$ cat src/rtl/pipe_ctrl_pkg.sv
// Shared constants for the pipeline hazard/redirect controller: stage indices,
// controller FSM states and control-level encodings.
package pipe_ctrl_pkg;

    localparam int StagePc    = 0;
    localparam int StageIfId  = 1;
    localparam int StageIdEx  = 2;
    localparam int StageExMem = 3;
    localparam int StageMemWb = 4;

    localparam logic Enable       = 1'b1;
    localparam logic Disable      = 1'b0;
    localparam logic StallEnable  = 1'b1;
    localparam logic StallDisable = 1'b0;

    typedef enum logic [1:0] {
        CtrlRun    = 2'd0,
        CtrlFreeze = 2'd1,
        CtrlFlush  = 2'd2
    } ctrl_state_e;

endpackage

$ cat src/rtl/pipe_ctrl_sat_counter.sv
// Saturating up-counter with synchronous active-high reset; sticks at all ones.
module sat_counter #(
    parameter int W = 16
) (
    input  logic         clk,
    input  logic         rst,
    input  logic         inc,
    output logic [W-1:0] cnt
);

    logic [W-1:0] cnt_q;

    // NOTE: sequential state uses non-blocking assignments so every register
    // samples the pre-edge values of the others, regardless of process order.
    always_ff @(posedge clk) begin
        if (rst) begin
            cnt_q <= '0;
        end else if (inc && (cnt_q != '1)) begin
            cnt_q <= cnt_q + W'(1);
        end
    end

    assign cnt = cnt_q;

endmodule

$ cat src/rtl/pipe_ctrl.sv
// Pipeline hazard/redirect controller: per-stage hold/bubble generation,
// multi-cycle flush sequencing and saturating stall/flush counters.
module pipe_ctrl
    import pipe_ctrl_pkg::*;
#(
    parameter int NSTAGE       = 5,
    parameter int AW           = 32,
    parameter int FLUSH_CYCLES = 1,
    parameter int CW           = 16
) (
    input  logic              clk,
    input  logic              rst,
    input  logic [NSTAGE-1:0] stallreq_i,
    input  logic              flush_req_i,
    input  logic [AW-1:0]     flush_pc_i,
    output logic [NSTAGE-1:0] stall_o,
    output logic [NSTAGE-1:0] bubble_o,
    output logic              flush_o,
    output logic [AW-1:0]     new_pc_o,
    output logic              busy_o,
    output logic [CW-1:0]     stall_cnt_o,
    output logic [CW-1:0]     flush_cnt_o
);

    localparam int KW = (NSTAGE > 1) ? $clog2(NSTAGE) : 1;
    localparam int DW = (FLUSH_CYCLES > 1) ? $clog2(FLUSH_CYCLES) : 1;
    localparam logic [DW-1:0] DownLoad = DW'(FLUSH_CYCLES - 1);

    ctrl_state_e       state_q, state_d;
    logic [AW-1:0]     pc_q, pc_d;
    logic [DW-1:0]     down_q, down_d;

    logic [KW-1:0]     k;
    logic              k_vld;
    logic [NSTAGE-1:0] run_stall;
    logic [NSTAGE-1:0] run_bubble;

    always_ff @(posedge clk) begin
        if (rst) begin
            state_q <= CtrlRun;
            pc_q    <= '0;
            down_q  <= '0;
        end else begin
            state_q <= state_d;
            pc_q    <= pc_d;
            down_q  <= down_d;
        end
    end

    // A redirect in any state recaptures the target and restarts the sequence.
    always_comb begin
        state_d = state_q;
        pc_d    = pc_q;
        down_d  = down_q;
        if (flush_req_i) begin
            pc_d = flush_pc_i;
            if (FLUSH_CYCLES > 1) begin
                state_d = CtrlFreeze;
            end else begin
                state_d = CtrlFlush;
                down_d  = DownLoad;
            end
        end else begin
            case (state_q)
                CtrlFreeze: begin
                    state_d = CtrlFlush;
                    down_d  = DownLoad;
                end
                CtrlFlush: begin
                    if (down_q == '0) begin
                        state_d = CtrlRun;
                    end else begin
                        down_d = down_q - DW'(1);
                    end
                end
                default: ;
            endcase
        end
    end

    // NOTE: every always_comb output gets a default before any branch, so no
    // path can leave a value unassigned and infer a latch.
    always_comb begin
        k          = '0;
        k_vld      = 1'b0;
        run_stall  = '0;
        run_bubble = '0;
        for (int i = 0; i < NSTAGE; i++) begin
            if (stallreq_i[i]) begin
                k     = KW'(i);
                k_vld = 1'b1;
            end
        end
        for (int j = 0; j < NSTAGE; j++) begin
            run_stall[j]  = k_vld && (j <= int'(k));
            run_bubble[j] = k_vld && (j == int'(k) + 1);
        end
    end

    // Controls are forced idle while rst is high so the reset cycle itself is quiet.
    always_comb begin
        stall_o  = '0;
        bubble_o = '0;
        flush_o  = 1'b0;
        busy_o   = 1'b0;
        if (!rst) begin
            case (state_q)
                CtrlRun: begin
                    if (flush_req_i) begin
                        stall_o = {NSTAGE{StallEnable}};
                    end else begin
                        stall_o  = run_stall;
                        bubble_o = run_bubble;
                    end
                end
                CtrlFreeze: begin
                    stall_o = {NSTAGE{StallEnable}};
                    busy_o  = 1'b1;
                end
                CtrlFlush: begin
                    bubble_o = {NSTAGE{1'b1}};
                    flush_o  = 1'b1;
                    busy_o   = 1'b1;
                end
                default: ;
            endcase
        end
    end

    assign new_pc_o = pc_q;

    sat_counter #(.W(CW)) u_stall_cnt (
        .clk (clk),
        .rst (rst),
        .inc (|stall_o),
        .cnt (stall_cnt_o)
    );

    sat_counter #(.W(CW)) u_flush_cnt (
        .clk (clk),
        .rst (rst),
        .inc (flush_req_i),
        .cnt (flush_cnt_o)
    );

endmodule

$ cat config.mk
export PLATFORM = sky130hd
export DESIGN_NAME = pipe_ctrl
export DESIGN_NICKNAME = d
export VERILOG_FILES = /design/src/rtl/pipe_ctrl_pkg.sv /design/src/rtl/pipe_ctrl_sat_counter.sv /design/src/rtl/pipe_ctrl.sv
export SDC_FILE = /design/constraint.sdc
export NUM_CORES = 1
export LEC_CHECK = 0
export BUFFER_PORTS_ARGS = -buffer_cell sky130_fd_sc_hd__buf_2
export CAP_MARGIN = 15
export CORE_UTILIZATION = 40
export CTS_CLUSTER_SIZE = 16
export DETAILED_ROUTE_END_ITERATION = 16
export PLACE_DENSITY_LB_ADDON = 0.25
export SETUP_SLACK_MARGIN = 0.5
export SYNTH_ARGS = -nofsm -noshare
export SYNTH_HDL_FRONTEND = slang
export SYNTH_SLANG_ARGS = --single-unit
export TNS_END_PERCENT = 30
$ cat constraint.sdc
create_clock -name clk -period 4.2 [get_ports clk]
set_input_delay 0.42 -clock clk [delete_from_list [all_inputs] [get_ports clk]]
set_output_delay 0.42 -clock clk [all_outputs]
set_load 0.005 [all_outputs]
# Word level (Yosys, flattened, before mapping)
# Cells that the tools add are included.
# op_classes
n_addsub,4
magnitude_cmp,4
n_eq_ne,10
n_mux,24
n_reduce_logical,20
# op_table
op,count
$eq A3 B32 Y1 const A,2
$add A16 B1 Y16 const B,2
$eq A2 B32 Y1 const A,1
$logic_not A32 Y1,1
$ne A16 B16 Y1 const B,2
$mux W5,4
$pmux W5 S2,2
$logic_and A1 B1 Y1,11
$mux W1,11
$mux W3,3
$le A2 B3 Y1 const A,2
$reduce_or A5 Y1,1
$add A3 B1 Y4 const B,1
$eq A3 B4 Y1 const A,1
$mux W2,2
$pmux W2 S2,1
$reduce_and A2 Y1,2
$reduce_or A2 Y1,2
$le A1 B3 Y1 const A,1
$le A3 B3 Y1 const A,1
$ne A3 B3 Y1 const B,1
$reduce_bool A3 Y1,1
$eq A2 B1 Y1 const B,1
$eq A2 B2 Y1 const B,1
other kinds (5),5
# totals
ff_bits,67
inputBits,40
output_inout_bits,76
elab_cells,68

# Depth between registers and ports, before layout
# depth
ltp_word,11
ltp_mapped,7
ltp_nobuf,6

# Modules after synthesis
# From an unflattened synthesis, not the netlist that was laid out.
# unflattened
cells_unflattened,326
area_unflattened_um2,3036.7
# modules_own_cells
mod,n_inst,cells_per_inst,area_each_um2,seq_area_each_um2
sat_counter,2,99,848.3,320.3
pipe_ctrl,1,128,1340.0,660.6

# Worst setup path before layout
# Ideal clock, no wire load.
# synth_path
path_kind,input to output
start,input stallreq_i[4]
end,output bubble_o[3]
arrival_time_ns,1.226
required_ns,3.780
slack_ns,2.554
cell_stages,6
n_path_buf,0
path_cell_list,inv_1 nand2_1 ha_1 nor3b_1 a21oi_1 nor2_1
# synth_between
elab_chain_len,7
word_cells_on_any_way,8
cone_classes,1 x add/sub; 1 x eq/ne; 5 x mux; 1 x reduce/logical
# synth_rtl
element,line_no,rtl
from (decl),pipe_ctrl.sv:13,"input logic [NSTAGE-1:0] stallreq_i,"
$mux W3,pipe_ctrl.sv:89,if (stallreq_i[i]) begin
$add A3 B1 Y4,pipe_ctrl.sv:96,run_bubble[j] = k_vld && (j == int'(k) + 1);
$eq A3 B32 Y1,pipe_ctrl.sv:96,
$logic_and A1 B1 Y1 *,pipe_ctrl.sv:96,
$mux W5 *,pipe_ctrl.sv:109,if (flush_req_i) begin
$pmux W5 S2 *,pipe_ctrl.sv:107,case (state_q)
$mux W5 *,pipe_ctrl.sv:106,if (!rst) begin
to (decl),pipe_ctrl.sv:17,"output logic [NSTAGE-1:0] bubble_o,"
# Every way passes the cells marked *; elsewhere a longest branch is shown, timed or not.

# Final worst setup path
# layout_path
start,input rst
end,output bubble_o[2]
# layout_between
elab_chain_len,1
# layout_rtl
element,line_no,rtl
from (decl),pipe_ctrl.sv:12,"input logic rst,"
$mux W5,pipe_ctrl.sv:106,
# No other way between the ends.

==> impl_results.md <==
- Core area: 6910 um^2
- Syn Area/Cell: 9.16 um^2
- Final period util: 52.1%
- Vias: 2631
- Via density: 4.95
- Met2 wire len: 3.18 mm
- Num CTS Buffers: 9
- Total gr overflow: 0
- Port Buffers: 115
- Inst Count DP: 515
- Antenna violations before repair: 0
- GRT Util Overall: 18.2%
- Top-count cell post-synth: nor2_1
- Clock Latency Late Sink: 0.34 ns
- Status: finished, final reports clean
- Post-route minimum period: 2.19 ns
- DR WL met3: 476 um
- Worst setup margin: 2.01 ns
- DRT iter0 DRCs: 97
- # setup viols final: 0
- Top FF cell, synth: dfxtp_1
- Max_cap viols: 0
- YS warnings: 0
- CTS Buffer Depth: 2
- CP Launch Type: input pin
- Number of hold violations in the final report: 0
- Clk pwr share: 37.8%
- Post-synthesis instance total: 316
- Layout Cells excl Fill: 531
- CP endpoint kind: primary output
- Rows: 30
- Htree depth: 3
- DP Worst Slack: 2.01 ns
- Worst Tran Pin Value: 0.987 ns
- Root buf cell: clkbuf_8
- Crit path kind: in -> out
- Layout cells sized above 1: 32.6%
- Starting density of the core: 41.9%
- Flops & latches, synth: 65
- Top layer used by detailed routing: met4
- Post-route ant nets: 0
- Cell Area, Synth: 2900 um^2
- Async set-reset flop share out of synthesis: 0%
- Hold Crit Class: in -> reg
- F_max: 457 MHz
- Post-synthesis sequential area ratio: 44.9%
- DRT Pass-1 Iters: 4
- Top-area cell type share of the netlist area: 44.9%
- Clock transition at path regs: 0.07 ns
- Gpl congestion: 0.825
- Number of library cell types mapped by synthesis: 44
- Max-slew headroom: 33.6%
- Synth area leader: dfxtp_1
- Fin Setup TNS: 0 ns
- Die Area: 7580 um^2
- Post-CTS Resized: 0
- Sink Count: 65
- RSZ-0062 raised after global routing: no
- Die X: 87.1 um
- Leakage: 1.73 nW
- Power Dens Cells: 340 nW/um^2
- TritonCTS clock tree: done
- Largest net degree at the start of global routing: 52
- Maximum vdd drop: 0.000203 V
- Setup Buffers After CTS: 0
- Sw Pwr: 311 uW
- Detail Placement HPWL: 4.94 mm
- WL/cell: 12.9 um
- Layout Skew: 0.0114 ns
- First-pass GRT wire length: 10.7 mm
- Most instantiated cells after synthesis: nor2_1, dfxtp_1, mux2i_1
- Remaining DRCs: 0
- Drt total wl: 6.85 mm
- Net Sw Frac: 24.8%
- Final Max Slew Viols: 0
- Final net count: 473
- IO Count: 116
- CP max FO: 51
- Length of routed wiring on met1: 3.10 mm
- Hold_buf cts: 0
- Logic pwr share: 10.2%
- Total internal power: 945 uW
- Via count of the first global-routing pass: 2379
- Die Y: 87.1 um
- Synth area leaders: dfxtp_1, mux2i_1, nor2_1
- Crit path DAT: 1.77 ns
- Synth-to-Final Area Change: 27.7%
- Sequential Power Share: 52.0%
- WP data required: 3.78 ns
- Mapped Nets: 359
- N_diodes: 0
- EDFF count, synth: 0
[stage by stage]
step / utilization (%) / power, mW / instance area [um^2] / hold WS [ns]
2_1_floorplan: - / 0.737 / 2900 / 0.485
3_5_place_dp: 51.0 / 0.796 / 3520 / 0.478
3_3_place_gp: 51.0 / 0.794 / 3520 / 0.471
6_report: 53.5 / 1.26 / 3700 / 0.320
5_1_grt: 53.5 / 1.31 / 3700 / 0.307
4_1_cts: 53.5 / 1.27 / 3700 / 0.303
[critical path, cell delays in order]
cell	delay, ns
buf_2	0.69
nand2b_1	0.24
inv_1	0.08
a41o_1	0.20
buf_2	0.12
[power by group through the flow]
stage	sequential [mW]	combinational [mW]	clock (mW)
4_1_cts	0.653	0.130	0.492
2_1_floorplan	0.668	0.0693	0
5_1_grt	0.656	0.142	0.516
3_5_place_dp	0.667	0.129	0
6_report	0.653	0.128	0.475
3_3_place_gp	0.667	0.127	0
[final cells by class]
cell class	instances	area (um^2)
Fill cell	718	3210
Multi-Input combinational cell	232	1490
Sequential cell	65	1300
Timing Repair Buffer	117	591
Clock buffer	13	159
Tap cell	96	120
Inverter	5	18.8
Clock inverter	3	15.0
[layer usage]
metal / GRT usage, % / vias up
met5: 0 / -
met4: 8.18 / 0
met3: 5.88 / 8
met2: 29.4 / 85
met1: 22.1 / 1211
li1: - / 1327
[cell families after synthesis]
| logic type | count (synthesis) | synth area share [%] |
|---|---|---|
| AO/OA/AOI/OAI | 22 | 5.27 |
| AND/OR/NAND/NOR | 150 | 26.3 |
| flip-flops | 65 | 44.9 |
| XOR/XNOR | 24 | 7.26 |
| buffers and inverters | 19 | 3.50 |
| adder cells (fa/ha/maj) | 3 | 1.30 |
| multiplexers | 33 | 11.4 |
[path summary, 6_finish.rpt]
kind / startpoint / slack (ns) / to / depth (start not counted)
min: flush_pc_i[4] / 0.32 / new_pc_o[4] / 3
max: rst / 2.01 / bubble_o[2] / 5
max reg2reg: u_stall_cnt.cnt[13] / 2.11 / u_stall_cnt.cnt[4] / 5
min reg2reg: new_pc_o[0] / 0.49 / new_pc_o[0] / 2
[sequential cells by signal (all words and copies together) (netlist names)]
name	cells
state_q	1
u_flush_cnt.cnt	16
u_stall_cnt.cnt	16
new_pc_o	32
[placed cells by master (no fill, tap or decap), drive strengths merged]
| cell type | instances |
|---|---|
| xor2 | 5 |
| o31ai | 1 |
| mux2i | 33 |
| ha | 3 |
| nor2 | 72 |
| nor3 | 15 |
| o21ai | 4 |
| a21oi | 9 |
| or2b | 1 |
| a41o | 1 |
| nor3b | 3 |
| and3 | 2 |
| nand2b | 2 |
| nor4 | 8 |
| a211oi | 1 |
| inv | 5 |
| nand3 | 11 |
| nand4 | 11 |
| and4 | 2 |
| dfxtp | 65 |
| nand2 | 13 |
| o22ai | 1 |
| clkbuf | 13 |
| o41ai | 1 |
| a31o | 1 |
| xnor2 | 19 |
| o211ai | 1 |
| a311oi | 1 |
| a31oi | 1 |
| nor4b | 2 |
| or3 | 7 |
| buf | 117 |
| or2 | 1 |
| clkinv | 3 |
No activity file was read; power rests on OpenSTA's default activity.
